### config.mk
export PLATFORM = sky130hd
export DESIGN_NAME = scroll_text_loader
export DESIGN_NICKNAME = d
export VERILOG_FILES = /design/src/rtl/scroll_text_loader.sv
export SDC_FILE = /design/constraint.sdc
export NUM_CORES = 1
export LEC_CHECK = 0
export ABC_AREA = 0
export BUFFER_PORTS_ARGS = -buffer_cell sky130_fd_sc_hd__buf_4
export CORE_MARGIN = 2
export CORE_UTILIZATION = 40
export CTS_CLUSTER_SIZE = 8
export DETAILED_ROUTE_END_ITERATION = 12
export GPL_ROUTABILITY_DRIVEN = 0
export SLEW_MARGIN = 25
export SYNTH_ARGS = -nofsm -noshare
export SYNTH_HDL_FRONTEND = slang
export SYNTH_SLANG_ARGS = --single-unit
export TNS_END_PERCENT = 1
### constraint.sdc
create_clock -name clk -period 6.1 [get_ports clk]
set_input_delay 1.22 -clock clk [delete_from_list [all_inputs] [get_ports clk]]
set_output_delay 1.22 -clock clk [all_outputs]
set_load 0.02 [all_outputs]
### src/rtl/scroll_text_loader.sv
// rtl/scroll_text_loader.sv - buffers an ASCII message and scrolls it across a 16-segment display.
module scroll_text_loader #(
  parameter int MSG_DEPTH  = 32,
  parameter int NUM_DIGITS = 6,
  parameter int SCROLL_DIV = 12500000
) (
  input  logic       clk,
  input  logic       rst_n,
  input  logic [7:0] in_char,
  input  logic       in_valid,
  input  logic       in_last,
  output logic       in_ready,
  input  logic       clear,
  output logic [7:0] char_out,
  output logic       char_load,
  output logic [2:0] char_addr,
  output logic       busy,
  output logic [5:0] msg_len
);

  localparam int AW = (MSG_DEPTH > 1) ? $clog2(MSG_DEPTH) : 1;
  localparam int PW = $clog2(MSG_DEPTH + NUM_DIGITS);
  localparam int SW = PW + 1;
  localparam int WW = (SCROLL_DIV > 1) ? $clog2(SCROLL_DIV) : 1;

  typedef enum logic [2:0] {S_IDLE, S_LOAD, S_REFRESH, S_WAIT, S_BLANK} state_t;

  state_t          state_q, state_d;
  logic [5:0]      cnt_q, cnt_d;
  logic [5:0]      len_q, len_d;
  logic [PW-1:0]   pos_q, pos_d;
  logic [2:0]      dig_q, dig_d;
  logic [WW-1:0]   wait_q, wait_d;

  logic            in_ready_q, busy_q, char_load_q;
  logic [7:0]      char_out_q;
  logic [2:0]      char_addr_q;

  logic [7:0]      msg_mem [MSG_DEPTH];
  logic [7:0]      wr_data;
  logic [AW-1:0]   wr_idx, rd_idx;
  logic            take, commit, load_d;
  logic [SW-1:0]   span_q, span_d, idx;
  logic [7:0]      char_d;

  always_comb begin
    wr_data = in_char;
    if (in_char >= 8'h61 && in_char <= 8'h7a) wr_data = in_char - 8'h20;
    take   = in_valid && in_ready_q && !clear;
    commit = take && (in_last || cnt_q == 6'(MSG_DEPTH - 1));
    wr_idx = (state_q == S_IDLE) ? '0 : cnt_q[AW-1:0];
    span_q = SW'(len_q) + SW'(NUM_DIGITS);

    state_d = state_q;
    cnt_d   = cnt_q;
    len_d   = len_q;
    pos_d   = pos_q;
    dig_d   = dig_q;
    wait_d  = wait_q;

    if (clear) begin
      state_d = S_BLANK;
      dig_d   = '0;
      cnt_d   = '0;
      wait_d  = '0;
    end else begin
      case (state_q)
        S_IDLE, S_LOAD: begin
          if (take) begin
            if (commit) begin
              len_d   = cnt_q + 6'd1;
              pos_d   = '0;
              dig_d   = '0;
              cnt_d   = '0;
              state_d = S_REFRESH;
            end else begin
              cnt_d   = cnt_q + 6'd1;
              state_d = S_LOAD;
            end
          end
        end
        S_REFRESH: begin
          if (dig_q == 3'(NUM_DIGITS - 1)) begin
            state_d = S_WAIT;
            wait_d  = '0;
          end else begin
            dig_d = dig_q + 3'd1;
          end
        end
        S_WAIT: begin
          if (wait_q == WW'(SCROLL_DIV - 1)) begin
            wait_d  = '0;
            dig_d   = '0;
            state_d = S_REFRESH;
            pos_d   = (SW'(pos_q) + SW'(1) >= span_q) ? '0 : pos_q + PW'(1);
          end else begin
            wait_d = wait_q + WW'(1);
          end
        end
        S_BLANK: begin
          if (dig_q == 3'(NUM_DIGITS - 1)) begin
            state_d = S_IDLE;
            len_d   = '0;
            dig_d   = '0;
          end else begin
            dig_d = dig_q + 3'd1;
          end
        end
        default: state_d = S_IDLE;
      endcase
    end

    // Outputs are computed from next-state values so each digit appears the cycle its state is entered.
    span_d = SW'(len_d) + SW'(NUM_DIGITS);
    idx    = SW'(pos_d) + SW'(dig_d);
    if (idx >= span_d) idx = idx - span_d;
    rd_idx = idx[AW-1:0];
    char_d = 8'h20;
    // A one-character message commits on the same edge it is written, so bypass the memory.
    if (state_d == S_REFRESH && idx < SW'(len_d))
      char_d = (take && rd_idx == wr_idx) ? wr_data : msg_mem[rd_idx];
    load_d = (state_d == S_REFRESH) || (state_d == S_BLANK);
  end

  always_ff @(posedge clk) begin
    if (take) msg_mem[wr_idx] <= wr_data;
  end

  always_ff @(posedge clk or negedge rst_n) begin
    if (!rst_n) begin
      state_q     <= S_IDLE;
      cnt_q       <= '0;
      len_q       <= '0;
      pos_q       <= '0;
      dig_q       <= '0;
      wait_q      <= '0;
      in_ready_q  <= 1'b1;
      busy_q      <= 1'b0;
      char_load_q <= 1'b0;
      char_out_q  <= 8'h00;
      char_addr_q <= 3'd0;
    end else begin
      state_q     <= state_d;
      cnt_q       <= cnt_d;
      len_q       <= len_d;
      pos_q       <= pos_d;
      dig_q       <= dig_d;
      wait_q      <= wait_d;
      in_ready_q  <= (state_d == S_IDLE) || (state_d == S_LOAD);
      busy_q      <= (state_d == S_REFRESH) || (state_d == S_WAIT) || (state_d == S_BLANK);
      char_load_q <= load_d;
      if (load_d) begin
        char_out_q  <= char_d;
        char_addr_q <= dig_d;
      end
    end
  end

  assign in_ready  = in_ready_q;
  assign busy      = busy_q;
  assign char_load = char_load_q;
  assign char_out  = char_out_q;
  assign char_addr = char_addr_q;
  assign msg_len   = len_q;

endmodule

==> Yosys cells after proc, flatten, opt, wreduce, memory -nomap -nowiden <==
Memories as Yosys holds them, arrays and structs flattened.
Index checks and enable logic that the tools add are counted.
{ "word_totals": {"mem_bits_rw": 256, "ff_bits": 62, "wordCells": 100, "n_memories": 1, "out_inout_bits": 20, "inputBits": 13} }
{ "classes": {"muxes": 40, "addsub": 10, "reduce_logical": 20, "order_cmp": 5, "n_eq_ne": 13} }
{ "mem_list": {"columns": ["memory", "depth", "width", "read_ports", "rd_clocked_by_memory_dff", "wr", "line_no", "rtl"], "rows": [
  ["msg_mem", 32, 8, 1, 0, 1, "39", "logic [7:0] msg_mem [MSG_DEPTH];"]
]} }
{ "op_table": {"columns": ["operator", "n"], "rows": [
  ["two-way mux 6 bit", 13],
  ["two-way mux 24 bit", 3],
  ["one-hot mux 24 bit (2 select lines)", 1],
  ["two-way mux 3 bit", 11],
  ["adder 24 x 1 -> 24 bit, second input constant", 1],
  ["equality test 24 bit, second input constant", 1],
  ["two-way mux 8 bit", 3],
  ["one-hot mux 3 bit (4 select lines)", 2],
  ["one-hot mux 6 bit (2 select lines)", 2],
  ["adder 6 x 3 -> 7 bit, second input constant", 2],
  ["greater-or-equal comparator 7 bit", 2],
  ["adder 6 x 1 -> 6 bit, second input constant", 2],
  ["equality test 3 x 2 -> 1 bit, second input constant", 4],
  ["equality test 3 bit, second input constant", 3],
  ["greater-or-equal comparator 8 x 7 -> 1 bit, second input constant", 1],
  ["less-or-equal comparator 8 x 7 -> 1 bit, second input constant", 1],
  ["subtractor 8 x 6 -> 8 bit, second input constant", 1],
  ["adder 6 x 1 -> 7 bit, second input constant", 1],
  ["adder 6 x 3 -> 7 bit", 1],
  ["less-than comparator 7 x 6 -> 1 bit", 1],
  ["two-way mux 7 bit", 1],
  ["subtractor 7 bit", 1],
  ["equality test 3 x 1 -> 1 bit, second input constant", 2],
  ["equality test 6 x 5 -> 1 bit, second input constant", 1],
  ["14 further kinds", 27]
]} }

==> Depth between registers and ports, before layout <==
Gate-level depths: netlist (run 1).
{ "logic_depth": {"word_depth": 14, "mapped_depth": 33, "ltp_nobuf": 32} }

==> Least setup slack after synthesis (run 1) <==
Ideal clock, no wire load.
{ "synth_path": {"kind": "input to register", "start": "input port clear", "end": "register char_out_q[5], in the netlist char_out[5]", "setup_ns": 0.122, "n_path_buf": 2, "path_slack_ns": -0.443, "required_ns": 5.978, "arrival_time_ns": 6.421, "cell_stages": 25, "path_cell_list": "nand3b_1 > o21ai_0 > nand3_1 > a22oi_1 > nor2_1 > ha_1 > fa_1 > a21oi_1 > a21oi_2 > xor2_1 > ha_1 > o21a_1 > o31a_1 > o21ai_1 > mux2_2 > clkbuf_1 > clkbuf_1 > ha_1 > o21a_1 > o2111ai_1 > nor2_1 > a211o_1 > a211oi_4 > nand3_1 > o2111a_1"} }
{ "synth_via": {"elab_chain_cells": 14, "elab_cells_between_ends": 34, "classes_between": "3 x add/sub; 2 x order compare; 3 x eq/ne; 19 x mux; 6 x reduce/logical; 1 x memory"} }
{ "synth_rtl": {"columns": ["item", "line_no", "rtl"], "rows": [
  ["from (decl)", "13", "input logic clear,"],
  ["zero test 1 bit", "49", "take = in_valid && in_ready_q && !clear;"],
  ["logical AND 1 bit", "49", null],
  ["logical AND 1 bit", "50", "commit = take && (in_last || cnt_q == 6'(MSG_DEPTH - 1));"],
  ["two-way mux 3 bit", "70", "if (commit) begin"],
  ["two-way mux 3 bit", "69", "if (take) begin"],
  ["one-hot mux 3 bit (4 select lines)", "67", "case (state_q)"],
  ["two-way mux 3 bit (*)", "61", "if (clear) begin"],
  ["net dig_d[0]", "32", "logic [2:0] dig_q, dig_d;"],
  ["adder 6 x 3 -> 7 bit (*)", "115", "idx = SW'(pos_d) + SW'(dig_d);"],
  ["subtractor 7 bit / greater-or-equal comparator 7 bit (equally long branches)", "116", "if (idx >= span_d) idx = idx - span_d;"],
  ["two-way mux 7 bit (*)", "116", null],
  ["branches (longest 3 deep; another with memory (32 x 8 bit))", null, null],
  ["two-way mux 8 bit (*)", "120", "if (state_d == S_REFRESH && idx < SW'(len_d))"],
  ["to (signal assigned)", "153", "char_out_q <= char_d;"],
  ["to (decl)", "36", "logic [7:0] char_out_q;"]
]} }
Mark *: on every way through the listed nets, which the timed path passes.
A chain may end at the register's enable or synchronous reset.

==> Final worst setup path (run 1) <==
{ "layout_path": {"start": "register pos_q[0]", "end": "register char_out_q[0], in the netlist char_out[0]"} }
{ "layout_via": {"elab_chain_cells": 13, "elab_cells_between_ends": 20, "classes_between": "4 x add/sub; 3 x order compare; 1 x eq/ne; 9 x mux; 2 x reduce/logical; 1 x memory"} }
{ "layout_rtl": {"columns": ["item", "line_no", "rtl"], "rows": [
  ["from (decl)", "31", "logic [PW-1:0] pos_q, pos_d;"],
  ["from (signal assigned)", "146", "pos_q <= pos_d;"],
  ["adder 6 x 1 -> 7 bit", "95", "pos_d = (SW'(pos_q) + SW'(1) >= span_q) ? '0 : pos_q + PW'(1);"],
  ["greater-or-equal comparator 7 bit", "95", null],
  ["two-way mux 6 bit", "95", null],
  ["two-way mux 6 bit", "91", "if (wait_q == WW'(SCROLL_DIV - 1)) begin"],
  ["one-hot mux 6 bit (2 select lines)", "67", null],
  ["two-way mux 6 bit (*)", "61", null],
  ["net pos_d[0]", "31", null],
  ["adder 6 x 3 -> 7 bit (*)", "115", null],
  ["subtractor 7 bit / greater-or-equal comparator 7 bit (equally long branches)", "116", null],
  ["two-way mux 7 bit (*)", "116", null],
  ["branches (longest 3 deep; another with memory (32 x 8 bit))", null, null],
  ["two-way mux 8 bit (*)", "120", null]
]} }
Marks and branches as above.

==> results of run 1 <==
final cells by class:
class,instances,area share
Clock buffer,80,0.0712
Clock inverter,2,0.00216
Tap cell,468,0.0326
Inverter,31,0.00648
Timing Repair Buffer,129,0.0579
Multi-Input combinational cell,779,0.315
Sequential cell,318,0.514
registers in the layout (all words and copies together) (netlist names):
signal / flops
busy: 1
char_addr: 3
char_load: 1
char_out: 8
cnt_q: 6
dig_q: 3
in_ready: 1
msg_len: 6
msg_mem: 256
pos_q: 6
state_q: 3
wait_q: 24
cells by family (layout without fill, tap and decap cells):
group | count (synthesis) | count (layout) | synth area share
buffers and inverters | 89 | 242 | 0.0245
xor gates and xnor gates | 31 | 31 | 0.0200
AOI/OAI and AO/OA | 244 | 244 | 0.110
adders and majority gates | 33 | 33 | 0.0286
muxes | 135 | 135 | 0.0958
DFF | 318 | 318 | 0.617
and+or+nand+nor | 336 | 336 | 0.105
layer usage:
metal / part of all wire / track usage
met3: 0.052 / 0.0321
met4: 0.043 / 0.0938
met5: 0 / 0
met1: 0.44 / 0.258
met2: 0.47 / 0.309
synthesized netlist by cell type, types with 15 or more instances:
library cell               instances  area share
sky130_fd_sc_hd__nand3_1          49       0.016
sky130_fd_sc_hd__nor2_1           98       0.025
sky130_fd_sc_hd__clkbuf_1         35      0.0088
sky130_fd_sc_hd__nand2_1         108       0.027
sky130_fd_sc_hd__mux2_2           68       0.051
sky130_fd_sc_hd__a21oi_1          26      0.0087
sky130_fd_sc_hd__o211ai_1         46       0.023
sky130_fd_sc_hd__edfxtp_1        256        0.51
sky130_fd_sc_hd__mux2i_1          67       0.045
sky130_fd_sc_hd__o21ai_0          81       0.027
sky130_fd_sc_hd__dfrtp_1          61        0.10
sky130_fd_sc_hd__a211o_1          15      0.0088
sky130_fd_sc_hd__xor2_1           19       0.011
sky130_fd_sc_hd__buf_2            15      0.0050
sky130_fd_sc_hd__inv_1            30      0.0075
sky130_fd_sc_hd__ha_1             31       0.026
timing repair:
| item | CTS | global route |
|---|---|---|
| pin swaps | 4 | 34 |
| setup buffers | 6 | 18 |
| hold buffers | 0 | 0 |
| resized for setup | 3 | 49 |
| setup endpoints to repair | 8 | 8 |
| endpoints found under the hold margin | 0 | 0 |
worst paths after layout:
path	from	endpoint	slack [ns]	depth (start not counted)
hold / removal	wait_q[17]	wait_q[17]	0.52	1
setup / recovery	pos_q[0]	char_out[0]	0.10	32
hold reg to reg	wait_q[17]	wait_q[17]	0.52	1
min in group asynchronous	rst_n	wait_q[18]	0.77	1
max in group asynchronous	rst_n	msg_len[1]	4.68	1
setup reg to reg	pos_q[0]	char_out[0]	0.10	32
per-stage QoR:
step / setup WS [ns] / util / hold slack (ns) / cell area (sq um) / std cells
2_1_floorplan: 0.00910 / - / 0.457 / 15000 / 1186
3_3_place_gp: 0.00820 / 0.441 / 0.493 / 16200 / 1701
3_5_place_dp: -0.0868 / 0.441 / 0.498 / 16200 / 1701
4_1_cts: 0.0284 / 0.478 / 0.520 / 17600 / 1789
5_1_grt: -0.163 / 0.488 / 0.544 / 18000 / 1807
6_report: 0.102 / 0.488 / 0.519 / 18000 / 1807
report_power, final:
group          total, uW  internal [uW]  switching, uW  leakage, uW
Sequential          2370           2360           7.71      0.00313
Clock               2320           1410            909     0.000623
Combinational        697            269            428      0.00273
Total               5380           4040           1340      0.00648
==> summary by stage, run 1 <==
Floorplanning
The die is 198 microns tall. The effective utilization at floorplan is 0.407. The region available for standard cell placement spans 36800 sq um.

Measured along the x axis, the die boundary spans 198 microns. The cell row count is 70. The floorplan step defined a die boundary enclosing 39000 sq um. 33 I/O pins were placed.

STA
The final-layout setup total negative slack is 0 ns. Headroom to the max-slew limit came out at 0.288. On the final layout, the worst clock skew is 0.0182 ns.

At the pin with the least slew margin, the transition time is 1.06 ns. Based on the critical path, the design can be clocked at up to 167 MHz. The clock period could shrink to 6.00 ns. The setup-violating endpoint count in the final report is 0. The number of hold violations in the final report is 0. The period utilization is 0.983. Setup repair after global routing could not meet its margin everywhere. The number of max-slew violations in the final report came to 0.

Routing
The first TritonRoute pass finished after 5 iterations. For this run, design rule violations remaining after detail routing come to 0. The number of vias in the routed layout is 10200.

The routed design has 37600 microns of wire. Once detail routing completed, the nets flagged for antenna violations numbered 0. The per-cell via count in the routed design is 5.64.

The per-cell routed wire length is 20.8 microns. For this block, the initial DRC count from the detailed router was 852.

Cells and area
Counting the fill cells in the layout gives 3248. The number of diodes added for antenna fixing is 0. The area taken by flip-flops and latches is 9240 sq um.

The library cell used most frequently in the layout, excluding fill and tap cells, is sky130_fd_sc_hd__edfxtp_1. For this run, the post-layout net count is 1350. The multi-input combinational cell area is 5660 sq um.

The top cell types in the final layout, fill and taps aside, are sky130_fd_sc_hd__edfxtp_1, sky130_fd_sc_hd__buf_4, sky130_fd_sc_hd__nand2_1, sky130_fd_sc_hd__nor2_1, sky130_fd_sc_hd__o21ai_0. Compared with the post-synthesis result, the final layout area differs by 19.9%. Of the cells placed in the final design, the portion with a size suffix greater than 1 is 0.230.

Worst setup path
The stage delay of the slowest cell on the critical path is 0.40 ns. Of all nets on the critical path, the largest fanout is 7. The critical path's slowest cell is sky130_fd_sc_hd__fa_2. The critical path is of the reg2reg type. The library cell appearing most often on the critical path is sky130_fd_sc_hd__ha_4. The worst setup path is launched from a flop. The endpoint kind of the worst setup timing path is a flop. The signal arrival time at the worst endpoint is 6.44 ns.

Among cell families on the critical path, the largest total delay comes from compound AO/OA/AOI/OAI gates. STA puts the critical path data required time at 6.55 ns. The total buffers and inverters traversed by the critical path is 4.

Placement
The placed wire-length estimate is 23900 microns. The count of input and output buffers is 32.

Clocking
The maximum buffer depth of the clock tree is 3. The clock tree synthesis step divided the H-tree into 2 levels. For the worst-skew pair, the clock arrives at the later sink with an insertion delay of 0.55 ns. The clock-pin slew on the worst setup and hold paths is 0.06 ns. The number of buffers created by CTS is 45. The root buffer cell chosen for the clock tree is sky130_fd_sc_hd__clkbuf_16. CTS saw 318 sinks. The clock tree from TritonCTS is built.

Job
The tool flagged a number of max-cap violations equal to 0.

Global route
The pin count of the biggest net entering global routing is 85. The number of global-route vias before repair is 10300. The global-route wire length before repair is 58000 microns. The number of antenna violations at the first check in global routing came to 0. The remaining global-route overflow is 0.

For this run, the total global-route usage over all layers was measured as 0.194.

Power and ir drop
The power density relative to cell area is 300 nW/um^2. The leakage power total is 0.00648 uW. The power after layout is 5380 uW.

The peak supply drop is 226 uV.

Synthesis
The count of yosys warnings during synthesis is 0. The register area share after synthesis is 0.617. After synthesis, the share of flip-flops with an asynchronous set or reset is 0.195.

The cell area after synthesis is 15000 sq um. The number of standard cells after synthesis is 1186. After synthesis the netlist holds a flip-flop and latch count of 318.

The primary flip-flop cell chosen by synthesis mapping is sky130_fd_sc_hd__edfxtp_1. The number of flops mapped to enable cells by yosys is 256. Synthesis instantiated 70 different standard cells from the library. The number of nets in the synthesized netlist is 1232. The mean instance size in the synthesized netlist is 12.6 sq um.

Worst hold path
The worst hold path class is reg2reg.

Status
The run finished with clean final reports.
No activity file was read; power rests on OpenSTA's default activity.
==> inputs of run 2 (changes only) <==
Settings changed: CORE_ASPECT_RATIO set to 1.4.
==> run 2 against run 1 <==
  * Sequential power about the same
  * Non-clock buffer count up 8
  * Design area up 0.25%
  * Flip-flop and latch count unchanged
  * First-iteration DRC count down 10%
  * Combinational power up 6.2%
  * Critical path type unchanged
  * Routed wire length up 0.14%
  * Final cell count unchanged
  * Global-route usage down 0.13 points
  * Worst setup slack worse by 0.027 ns
  * Critical endpoint is now char_out[5]
  * Critical path depth down 3
  * Hold slack worse by 0.016 ns
==> summary by stage, run 2 (synthesized netlist as in run 1, its figures left out) <==
Worst hold path
The worst hold path passes through 2 cells. The tightest min-delay check is of the reg2reg type. The worst hold path endpoint is char_out[7].

The hold path startpoint is char_out[7].

Power and ir drop
VDD sags by at most 171 uV. The power after layout is 5390 uW. The leakage power total is 0.00652 uW.

In this run the power density over the cells is 299 nW/um^2.

STA
Setup repair after global routing could not meet its margin everywhere. The shortest clock period the worst path allows after layout is 6.03 ns. The number of hold violations in the final report came to 0. The fmax is 166 MHz.

The setup skew after layout is 0.0190 ns. The worst max-slew margin expressed relative to the limit is 0.437. The slew at the pin closest to its max-slew limit is 0.844 ns. The setup-violating endpoint count in the final report is 0.

The period utilization is 0.988. The number of max-slew violations in the final report is 0. Hold is met by 0.503 ns.

Placement
The standard cell area after detailed placement is 16300 sq um. The placed wire-length estimate is 24300 microns. The number of cells in the design after placement is 1706. The count of input and output buffers is 32.

Cells and area
The leading cell type in the layout, fill and taps excluded is sky130_fd_sc_hd__edfxtp_1. The number of nets in the finished design is 1358. The register with the most flip-flops is msg_mem. The area taken by flip-flops and latches is 9240 sq um. The final cell count without fillers is 1807. The final-layout fill cell count is 3304. In the final layout, the share of cells above drive strength 1 is 0.232. Leaving out fill and tap cells, the most frequent cells in the layout are sky130_fd_sc_hd__edfxtp_1, sky130_fd_sc_hd__buf_4, sky130_fd_sc_hd__nand2_1, sky130_fd_sc_hd__nor2_1, sky130_fd_sc_hd__o21ai_0. The multi-input combinational cells in the finished layout cover a total of 5600 sq um. The repair_antennas step left the layout with diodes totalling 0. The post-route standard cell area excluding fillers is 18000 sq um. The post-synthesis to final-layout area growth is 20.2%.

The number of flip-flops under the largest register name is 256. The post-route core utilization is 0.490.

Worst setup path
The total buffers and inverters traversed by the critical path is 1. Data on the critical path is required at its endpoint by 6.52 ns. The worst register-to-register path begins at pos_q[1]. The worst register-to-register path ends at char_out[5].

The family of cells with the greatest summed delay on the critical path is compound AO/OA/AOI/OAI gates. The cell depth of the worst flop-to-flop path is 29. The endpoint kind of the worst setup timing path is a flop. The signal arrival time at the worst endpoint is 6.45 ns. The largest single stage delay on the critical path is 0.41 ns. The source of the critical timing path is pos_q[1]. The largest fanout on the critical path is 4. The slowest stage of the critical path is the sky130_fd_sc_hd__dfrtp_1 cell. The critical path start-end classification is reg2reg. Across all register-to-register paths, the minimum setup slack is 0.07 ns.

STA classifies the critical path startpoint as a flop.

Floorplanning
The initialized floorplan defines 83 standard-cell rows. The floorplan step set the die height to 233 microns. The area of the core is 36800 sq um. The die outline width is 168 microns. The effective utilization at floorplan is 0.408.

During I/O placement, the number of pins put on the boundary was 33. The floorplan step defined a die boundary enclosing 39100 sq um.

Clocking
The number of buffers created by CTS is 45. The clock tree from TritonCTS is built. The number of levels in the clock H-tree is 2. The clock root buffer is sky130_fd_sc_hd__clkbuf_16. The total of hold buffers inserted after clock tree synthesis is 0. Counting along the longest clock path gives a buffer depth of 3. Clock-pin slew was measured on the worst setup and hold paths at 0.05 ns. The sink count of the clock tree is 318. The later pin in the worst-skew pair is clocked with a latency of 0.55 ns.

Routing
Dividing the detail-routed via count by the number of cells gives 5.57. Dividing the detail-routed wire length by the instance count gives 20.8 microns. Summed over all layers, the routed wires come to 37600 microns. The number of antenna-violating nets in the routed design is 0. The first-pass iteration count of the detailed router is 6. The number of vias in the routed layout is 10100.

In the routed design, unresolved DRC markers number 0. For this block, the initial DRC count from the detailed router was 766.

Global route
Across every metal layer, demand over resource in global routing totals 0.192. The pin count of the biggest net entering global routing is 80. The remaining global-route overflow is 0. The number of global-route vias before repair is 10000. The number of antenna violations at the first check in global routing is 0. The global-route wire length before repair is 57500 microns.

Job
The number of max-cap violations is 0.

Status
The run finished with clean final reports.
## run 2: worst register-to-register path: cells and delay by family, from the launching register on
| family | cells | cell delay (ns) |
|---|---|---|
| buffers and inverters | 1 | 0.16 |
| multiplexers | 1 | 0.35 |
| AND/OR/NAND/NOR | 5 | 0.54 |
| AO/OA/AOI/OAI | 14 | 2.39 |
| adder cells (fa/ha/maj) | 6 | 1.66 |
| XOR/XNOR | 2 | 0.39 |
| flip-flops | 1 | 0.41 |
## run 2: metrics by stage
stage	setup TNS (ns)	worst slack, ns
finish	0	0.0750
global route	-1.78	-0.266
CTS	0	0.0185
detailed placement	-0.518	-0.117
global placement	0	0.0359
floorplan	0	0.00910
## run 2: power by group
| part | internal, uW | switching [uW] | leakage (uW) |
|---|---|---|---|
| registers | 2360 | 8.62 | 0.00312 |
| logic | 302 | 438 | 0.00278 |
| clock network | 1410 | 870 | 0.000616 |
| total | 4070 | 1320 | 0.00652 |
## run 2: per-layer routing
| metal | GRT usage | vias up | share of wire |
|---|---|---|---|
| li1 | - | 4736 | - |
| met1 | 0.238 | 4958 | 0.41 |
| met2 | 0.331 | 276 | 0.50 |
| met3 | 0.0332 | 100 | 0.050 |
| met4 | 0.0861 | 0 | 0.041 |
| met5 | 0 | - | 0 |
## run 2: what timing repair did
action | CTS | global route
gates resized for setup | 4 | 41
cloned | 0 | 1
buffers inserted | 5 | 20
pin swaps | 4 | 26
setup endpoints to repair | 8 | 8
## run 2: worst max path at each step
| stage | slack [ns] | endpoint | cells past startpoint |
|---|---|---|---|
| after CTS | 0.02 | char_out[4] | 29 |
| after global placement | 0.04 | char_out[6] | 28 |
| final | 0.07 | char_out[5] | 29 |
| after floorplan | 0.009 | char_out[5] | 25 |
| after global routing | -0.27 | char_out[5] | 32 |
| after detailed placement | -0.12 | char_out[4] | 32 |
## run 2: final cells by class
cell class | instances | share of cell area
timing repair buffer | 137 | 0.0654
multi-input combinational | 779 | 0.311
tap | 467 | 0.0324
inverter | 31 | 0.00646
clock inverter | 1 | 0.000486
clock buffer | 74 | 0.0709
sequential | 318 | 0.513
==> inputs of run 3 (changes only) <==
Settings changed: CTS_CLUSTER_DIAMETER set to 100, SETUP_SLACK_MARGIN set to 0.5.
==> run 3 against run 2 <==
  * Register-to-register slack better by 0.16 ns
  * Worst setup slack improved by 0.16 ns
  * Largest cell class unchanged
  * Flip-flop and latch count is the same
  * Fmax grew 2.7%
  * Total power fell by 1.6%
  * Largest power group unchanged
  * Clock power fell by 3%
  * Final cell count fell by 0.83%
  * Hold slack got worse by 0.0039 ns
  * Core utilization down 0.23 points
  * Routed wire length is 2.3% lower
  * Die area is the same
==> summary by stage, run 3 (synthesized netlist as in run 1, its figures left out) <==
Clocking
TritonCTS built the clock tree. TritonCTS created 45 clock buffers. The tree is rooted in a sky130_fd_sc_hd__clkbuf_16. Clock-pin slew was measured on the worst setup and hold paths at 0.05 ns. Clock tree synthesis found a total of 318 sinks. The number of hold buffers added after CTS was 0.

The later-pin clock latency in the skew report is 0.55 ns. The number of levels in the clock H-tree is 2. Counting along the longest clock path gives a buffer depth of 3.

Routing
The number of antenna-violating nets in the routed design is 0. The first-iteration detailed-routing DRC count is 688. In the final routed layout, each cell accounts on average for 20.5 microns. The first TritonRoute pass finished after 5 iterations. After detailed routing, the total wire length is 36800 microns. After detailed routing, the number of vias per cell comes to 5.55. The post-route DRC violation count is 0.

The number of vias in the routed layout is 9943.

Cells and area
The area taken by flip-flops and latches is 9240 sq um. The post-route core utilization is 0.488. The register with the most flip-flops in the layout has 256 of them. The repair_antennas step left the layout with diodes totalling 0. Once layout is complete, the cells apart from fillers number 1792. The number of nets in the finished design is 1356.

Summing all multi-input logic gate instances after layout gives 5650 sq um. The top cell types in the final layout, fill and taps aside, are sky130_fd_sc_hd__edfxtp_1, sky130_fd_sc_hd__buf_4, sky130_fd_sc_hd__nand2_1, sky130_fd_sc_hd__nor2_1, sky130_fd_sc_hd__o21ai_0. The library cell used most frequently in the layout, excluding fill and tap cells, is sky130_fd_sc_hd__edfxtp_1. The register with the most flip-flops is msg_mem. Compared with the post-synthesis result, the final layout area differs by 19.6%. In the final layout, the share of cells above drive strength 1 is 0.235.

After filler insertion, the fill cell instance count of the layout stands at 3309.

Worst setup path
The worst register-to-register path begins at pos_q[1]. The data required time of the worst path is 6.53 ns. The endpoint kind of the worst setup timing path is a flop. Of all nets on the critical path, the largest fanout is 8. The source of the critical timing path is pos_q[1].

In this run the register-to-register setup slack is 0.23 ns. The critical path's slowest cell is sky130_fd_sc_hd__dfrtp_1. The worst setup path is launched from a flop. The critical path start-end classification is reg2reg. The library cell appearing most often on the critical path is sky130_fd_sc_hd__a21oi_2. The largest single stage delay on the critical path is 0.41 ns. The signal arrival time at the worst endpoint is 6.30 ns.

STA
The number of hold violations in the final report came to 0. The shortest clock period the worst path allows after layout is 5.87 ns. In the finished design, the share of the clock period the worst path needs comes to 0.961. Setup violations remaining at the end of the flow were counted as 0.

The worst max-slew margin expressed relative to the limit is 0.370. Setup repair after global routing could not meet its margin everywhere. The fmax is 171 MHz. Once routing completed, OpenROAD measured the worst setup slack at 0.235 ns. The slew at the pin closest to its max-slew limit is 0.941 ns.

The number of max-slew violations in the final report is 0. The final-layout setup total negative slack is 0 ns. Between clock sinks in the finished design, the worst skew comes to 0.0149 ns.

Floorplanning
The effective utilization at floorplan is 0.408. The die outline width is 168 microns. The chip height is 233 microns. After floorplanning, the core was divided into 83 placement rows. The total die area is 39100 sq um.

After floorplanning, the core was sized to cover 36800 sq um. The number of top-level pins is 33.

Global route
The pin count of the biggest net entering global routing is 81. The global-route wire length before repair is 56600 microns. Across every metal layer, demand over resource in global routing totals 0.188.

The number of antenna violations at the first check in global routing came to 0. The remaining global-route overflow is 0. The number of global-route vias before repair is 10000.

Job
Max-cap violations in this run came to 0.

Power and ir drop
The leakage power total is 0.00648 uW. The power density relative to cell area is 296 nW/um^2. IR analysis of the VDD net gives a maximum drop of 163 uV.

Placement
Timing analysis after detailed placement gives a worst setup slack of -0.168 ns. Including well taps, the total number of placed cells is 1703. The count of input and output buffers is 32. The placed wire-length estimate is 23800 microns.

Worst hold path
The startpoint identified for the worst hold timing path is wait_q[17]. In this run the worst hold path is classified as reg2reg.

Status
The run finished with clean final reports.
-- run 3: cell count changes in the layout (fill, tap and decap cells not counted), moves of 2 or more --
cell | previous run | this run
sky130_fd_sc_hd__buf_12 | 9 | 6
sky130_fd_sc_hd__nor3_1 | 8 | 10
sky130_fd_sc_hd__clkbuf_1 | 27 | 14
sky130_fd_sc_hd__nor3_2 | 4 | 2
sky130_fd_sc_hd__o21ai_1 | 7 | 4
sky130_fd_sc_hd__ha_4 | 3 | 5
sky130_fd_sc_hd__inv_16 | 0 | 2
sky130_fd_sc_hd__clkbuf_16 | 48 | 45
-- run 3: metrics by stage --
| stage | hold slack [ns] | total power, uW | instance area [sq um] |
|---|---|---|---|
| floorplan | 0.457 | 2840 | 15000 |
| global placement | 0.487 | 3100 | 16300 |
| detailed placement | 0.489 | 3100 | 16300 |
| CTS | 0.500 | 5350 | 17800 |
| global route | 0.534 | 5490 | 17900 |
| finish | 0.499 | 5300 | 17900 |
-- run 3: final cells by class --
| class | instances | area share |
|---|---|---|
| multi-input combinational | 779 | 0.315 |
| sequential | 318 | 0.516 |
| tap | 467 | 0.0326 |
| inverter | 31 | 0.00649 |
| timing repair buffer | 135 | 0.0620 |
| clock buffer | 59 | 0.0658 |
| clock inverter | 3 | 0.00244 |
-- run 3: worst paths after layout --
path | end | depth (start not counted)
min in group asynchronous | wait_q[7] | 1
min | wait_q[17] | 1
max | char_out[5] | 32
max reg2reg | char_out[5] | 32
max in group asynchronous | pos_q[2] | 1
min reg2reg | wait_q[17] | 1
-- run 3: repair_timing --
item	in CTS	in global routing
pin swaps	27	24
setup endpoints to repair	8	8
buffers inserted	19	8
gates resized for setup	35	15
cloned	0	0
-- run 3: routing by layer --
layer	wire (microns)	track usage	vias up	share of wire
met3	1640	0.0269	77	0.045
met4	1300	0.0739	0	0.035
li1	-	-	4709	-
met2	18400	0.333	251	0.50
met1	15400	0.232	4906	0.42
met5	0	0	-	0
-- run 3: critical path: cells and delay by family (launching register included) --
kind	cells	cell delay [ns]
compound gates	17	2.63
fa+ha+maj	6	1.40
simple gates	4	0.57
flops	1	0.41
buf+inv	3	0.38
xor+xnor	2	0.37
-- run 3: power breakdown --
part | leakage (uW) | internal [uW] | switching (uW)
clock network | 0.000592 | 1330 | 884
registers | 0.00313 | 2360 | 7.66
logic | 0.00276 | 289 | 424
total | 0.00648 | 3990 | 1320
